`src/rtl/cla_acc_pkg.sv`:
```
// Shared types and constants for the CLA-based sample accumulator.
package cla_acc_pkg;

  typedef enum logic [1:0] {
    IDLE  = 2'd0,
    ACCUM = 2'd1,
    DONE  = 2'd2
  } acc_state_t;

  localparam int CLA_WIDTH   = 6;
  localparam int COUNT_WIDTH = 8;

endpackage

```
`src/rtl/carry_lookahead_adder_6bit.sv`:
```
// Combinational 6-bit carry-lookahead adder; o_result[6] is the carry-out.
module carry_lookahead_adder_6bit (
  input  logic [5:0] i_add1,
  input  logic [5:0] i_add2,
  output logic [6:0] o_result
);

  logic [5:0] gen;
  logic [5:0] prop;
  logic [6:0] carry;

  assign gen  = i_add1 & i_add2;
  assign prop = i_add1 ^ i_add2;

  // Every carry is flattened from generate/propagate terms, so none waits on a lower carry.
  assign carry[0] = 1'b0;
  assign carry[1] = gen[0];
  assign carry[2] = gen[1] | (prop[1] & gen[0]);
  assign carry[3] = gen[2] | (prop[2] & gen[1]) | (prop[2] & prop[1] & gen[0]);
  assign carry[4] = gen[3] | (prop[3] & gen[2]) | (prop[3] & prop[2] & gen[1])
                  | (prop[3] & prop[2] & prop[1] & gen[0]);
  assign carry[5] = gen[4] | (prop[4] & gen[3]) | (prop[4] & prop[3] & gen[2])
                  | (prop[4] & prop[3] & prop[2] & gen[1])
                  | (prop[4] & prop[3] & prop[2] & prop[1] & gen[0]);
  assign carry[6] = gen[5] | (prop[5] & gen[4]) | (prop[5] & prop[4] & gen[3])
                  | (prop[5] & prop[4] & prop[3] & gen[2])
                  | (prop[5] & prop[4] & prop[3] & prop[2] & gen[1])
                  | (prop[5] & prop[4] & prop[3] & prop[2] & prop[1] & gen[0]);

  assign o_result = {carry[6], prop ^ carry[5:0]};

endmodule

```
`src/rtl/cla_accumulator_6bit.sv`:
```
// Accumulates NUM_SAMPLES 6-bit samples: low slice through the CLA, upper bits as a carry-driven incrementer.
module cla_accumulator_6bit
  import cla_acc_pkg::*;
#(
  parameter int NUM_SAMPLES = 8,
  parameter int ACC_WIDTH   = 12
) (
  input  logic                   i_clk,
  input  logic                   i_rst_n,
  input  logic                   i_start,
  input  logic                   i_valid,
  input  logic [CLA_WIDTH-1:0]   i_data,
  output logic                   o_ready,
  output logic                   o_busy,
  output logic                   o_done,
  output logic [ACC_WIDTH-1:0]   o_sum,
  output logic [COUNT_WIDTH-1:0] o_count,
  output logic                   o_overflow
);

  localparam int UPPER_WIDTH = ACC_WIDTH - CLA_WIDTH;

  acc_state_t state, next_state;

  logic [ACC_WIDTH-1:0]   acc;
  logic [COUNT_WIDTH-1:0] count;
  logic                   overflow;
  logic                   done_q;
  logic [CLA_WIDTH:0]     cla_result;
  logic [UPPER_WIDTH-1:0] upper;
  logic [UPPER_WIDTH-1:0] upper_next;
  logic                   accept;
  logic                   start_go;
  logic                   last_sample;

  carry_lookahead_adder_6bit u_cla (
    .i_add1   (acc[CLA_WIDTH-1:0]),
    .i_add2   (i_data),
    .o_result (cla_result)
  );

  assign upper       = acc[ACC_WIDTH-1:CLA_WIDTH];
  assign upper_next  = upper + UPPER_WIDTH'(cla_result[CLA_WIDTH]);
  assign accept      = (state == ACCUM) && i_valid;
  assign start_go    = i_start && (state != ACCUM);
  assign last_sample = (count == COUNT_WIDTH'(NUM_SAMPLES - 1));

  always_ff @(posedge i_clk or negedge i_rst_n) begin
    if (!i_rst_n) state <= IDLE;
    else          state <= next_state;
  end

  always_comb begin
    next_state = state;
    unique case (state)
      IDLE:    if (i_start) next_state = ACCUM;
      ACCUM:   if (accept && last_sample) next_state = DONE;
      DONE:    if (i_start) next_state = ACCUM;
      default: next_state = IDLE;
    endcase
  end

  // A start from IDLE or DONE clears the run; start during ACCUM never reaches here.
  always_ff @(posedge i_clk or negedge i_rst_n) begin
    if (!i_rst_n) begin
      acc      <= '0;
      count    <= '0;
      overflow <= 1'b0;
      done_q   <= 1'b0;
    end else begin
      done_q <= accept && last_sample;
      if (start_go) begin
        acc      <= '0;
        count    <= '0;
        overflow <= 1'b0;
      end else if (accept) begin
        acc <= {upper_next, cla_result[CLA_WIDTH-1:0]};
        if (count != COUNT_WIDTH'(NUM_SAMPLES)) count <= count + 1'b1;
        if ((&upper) && cla_result[CLA_WIDTH]) overflow <= 1'b1;
      end
    end
  end

  always_comb begin
    o_ready = (state == ACCUM);
    o_busy  = (state == ACCUM);
    o_done  = done_q;
  end

  assign o_sum      = acc;
  assign o_count    = count;
  assign o_overflow = overflow;

endmodule

```
`config.mk`:
```
export PLATFORM = sky130hd
export DESIGN_NAME = cla_accumulator_6bit
export DESIGN_NICKNAME = d
export VERILOG_FILES = /design/src/rtl/cla_acc_pkg.sv /design/src/rtl/carry_lookahead_adder_6bit.sv /design/src/rtl/cla_accumulator_6bit.sv
export SDC_FILE = /design/constraint.sdc
export NUM_CORES = 1
export LEC_CHECK = 0
export BUFFER_PORTS_ARGS = -buffer_cell sky130_fd_sc_hd__buf_2
export CAP_MARGIN = 20
export CORE_ASPECT_RATIO = 0.9
export CORE_MARGIN = 5
export CORE_UTILIZATION = 52
export DETAILED_ROUTE_END_ITERATION = 7
export HOLD_SLACK_MARGIN = 0.03
export PLACE_DENSITY_LB_ADDON = 0.15
export SYNTH_ARGS = -nofsm -noshare
export SYNTH_HDL_FRONTEND = slang
export SYNTH_SLANG_ARGS = --single-unit
```
`constraint.sdc`:
```
create_clock -name i_clk -period 2.65 [get_ports i_clk]
set_input_delay 0.1325 -clock i_clk [delete_from_list [all_inputs] [get_ports i_clk]]
set_output_delay 0.1325 -clock i_clk [all_outputs]
set_load 0.05 [all_outputs]
```
==> qor.txt <==
gr usage total: 0.163
synthesized flop and latch total: 24
PD cells: 1120 nW/um^2
IR drop worst, VDD: 0.822 mV
CP endpoint kind: register
area occupied by multi-input gates: 686 um^2
Cells after Synth: 128
Leak Pwr: 0.831 nW
top post-synthesis cells by count: 24 x dfrtp_1, 12 x nor2_1, 11 x inv_1, 11 x xor2_1, 10 x ha_1
sequential fraction of the synthesis area: 0.439
die footprint: 3760 um^2
Hold/Removal Path Class: in2reg
XOR/XNOR share of the synthesized area: 0.0769
DRC: 0
largest family of logic cells by synthesized area: simple AND/OR/NAND/NOR gates
Setup Viol. Count Final: 0
Yosys top cell area share: 0.439
vias in the first global route: 1061
CTS Sinks: 24
PortBufs: 33
Clock Latency Late Sink: 320 ps
number of core rows: 17
WHS: 114 ps
EDFF count, synth: 0
setup TNS: 0 ps
Adder-Cell Fraction of Synth Area: 0.106
initial antenna violation count: 0
synth top area cells: dfrtp_1 44%, ha_1 9.1%, xor2_1 7.0%
critical path launch point type: register
synth unique cells: 37
CTS HTree Levels: 1
layout net count: 185
ys async rst share: 1.00
WL per Instance: 14.9 um
area fraction in compound gates after synthesis: 0.139
Top FF cell, synth: dfrtp_1
unrepaired setup endpoints after global routing: no
run status: finished clean
Slew Limit Fails: 0
post-synthesis mux area share: 0.00732
YS warnings: 0
global-route wire length before repair: 4840 um
worst clock skew: 6.27 ps
post-DR vias/cell: 5.49
simple-gate share of the synthesized area: 0.172
area leader, netlist: dfrtp_1
Routed WL: 2850 um
Starting Density: 0.550
max_slew headroom: 0.620
max cap viols: 0
Arr. time, crit path: 2460 ps
CTS tree: yes
Die Y: 58.7 um
fin crit period: 2240 ps
number of buffers created by CTS: 3
Critical Path RT: 2870 ps
period utilization: 0.846
fillcell total: 223
synthesized cell area: 1370 um^2
antenna diode count: 0
GRT overflow: 0
clk slew on worst S/H paths: 140 ps
Syn Nets: 149
Fin. Hold Viols: 0
pin count of the biggest net entering global routing: 25
CTS Root Buffer Type: clkbuf_4
Syn Area/Cell: 10.7 um^2
Longest Clk Path Bufs: 2
Syn-to-layout area delta: 15.6%
Antenna Nets Post-Route: 0
detailed placement HPWL: 2210 um
worst-path maximum fanout: 4
vias after detailed routing: 1048
Fmax achieved: 446 MHz
num ports: 34
Reg area: 601 um^2
measured slew at the worst slew-check pin: 568 ps
share of layout cells above drive strength 1: 0.270
count leader, synth: dfrtp_1
Core Area: 2490 um^2
Setup CP Type: reg2reg
drt first pass iters: 4
post-CTS resize count: 0
die width: 64.1 um
GPL Wtd Cong: 0.821
starting DRC count in detailed routing: 46
==> cells by family after synthesis <==
kind of cell / count (synthesis)
mux: 1
buf+inv: 15
xor+xnor: 12
fa+ha+maj: 11
simple gates: 42
compound gates: 23
flops: 24
==> cell usage in the layout, fill, tap and decap left out, types with 2 or more instances in the layout <==
cell,Yosys,final
buf_2,1,33
dfrtp_1,24,24
nor2_1,12,12
inv_1,11,11
xor2_1,11,11
ha_1,10,10
a22o_1,8,8
nand3_1,7,7
nand2_1,6,6
nand4_1,4,4
o21ai_0,3,3
and2_1,3,3
clkbuf_4,0,3
a21oi_1,2,2
o2111ai_1,2,2
==> report_power, final <==
group / leakage [nW] / switching [mW] / internal, mW
Clock: 0.0210 / 0.113 / 0.0841
Combinational: 0.496 / 0.691 / 0.306
Sequential: 0.314 / 0.108 / 0.464
==> area by class of cell <==
| type | count | share of cell area |
|---|---|---|
| Inverter | 11 | 0.0261 |
| Sequential cell | 24 | 0.380 |
| Clock buffer | 4 | 0.0229 |
| Timing Repair Buffer | 35 | 0.116 |
| Multi-Input combinational cell | 89 | 0.434 |
| Tap cell | 28 | 0.0222 |
==> sequential cells by signal, summed over array words and instances (netlist names) <==
name,count
o_count,8
o_done,1
state,2
o_overflow,1
o_sum,12
==> what timing repair did <==
action,in CTS,in global routing
hold buffers,1,0
setup buffers,0,0
setup endpoints to repair,0,0
hold endpoints to repair,24,0
==> stage by stage <==
stage	util	area, um^2	setup WS [ps]	power (mW)	std cells
4_1_cts	0.635	1580	404	1.78	191
5_1_grt	0.635	1580	278	1.88	191
6_report	0.635	1580	409	1.77	191
2_1_floorplan	-	1370	324	1.36	128
3_3_place_gp	0.617	1540	571	1.55	186
3_5_place_dp	0.617	1540	420	1.58	186
==> path summary, 6_finish.rpt <==
path | start | endpoint | depth (start not counted) | slack, ps
min | i_start | state[0] | 3 | 110
min reg2reg | state[0] | state[0] | 1 | 540
min in group asynchronous | i_rst_n | o_sum[1] | 2 | 310
max reg2reg | o_sum[1] | o_sum[10] | 9 | 410
max in group asynchronous | i_rst_n | o_count[4] | 2 | 1980
max | o_sum[1] | o_sum[10] | 9 | 410
==> critical path, stage by stage, from the launching register on <==
cell and delay, ps:
dfrtp_1 440, ha_1 310, a21oi_1 210, o2111ai_1 220, a21o_1 240, ha_1 210, ha_1 210, nand4_1 110
xor2_1 140, nor2_1 50
==> metal layers <==
layer,part of all wire,up-vias,track usage
met4,0.0070,0,0.0297
li1,-,521,-
met5,0,-,0
met1,0.47,500,0.218
met2,0.47,22,0.260
met3,0.057,5,0.0553
Note: power is estimated with default switching activity, not from simulation.
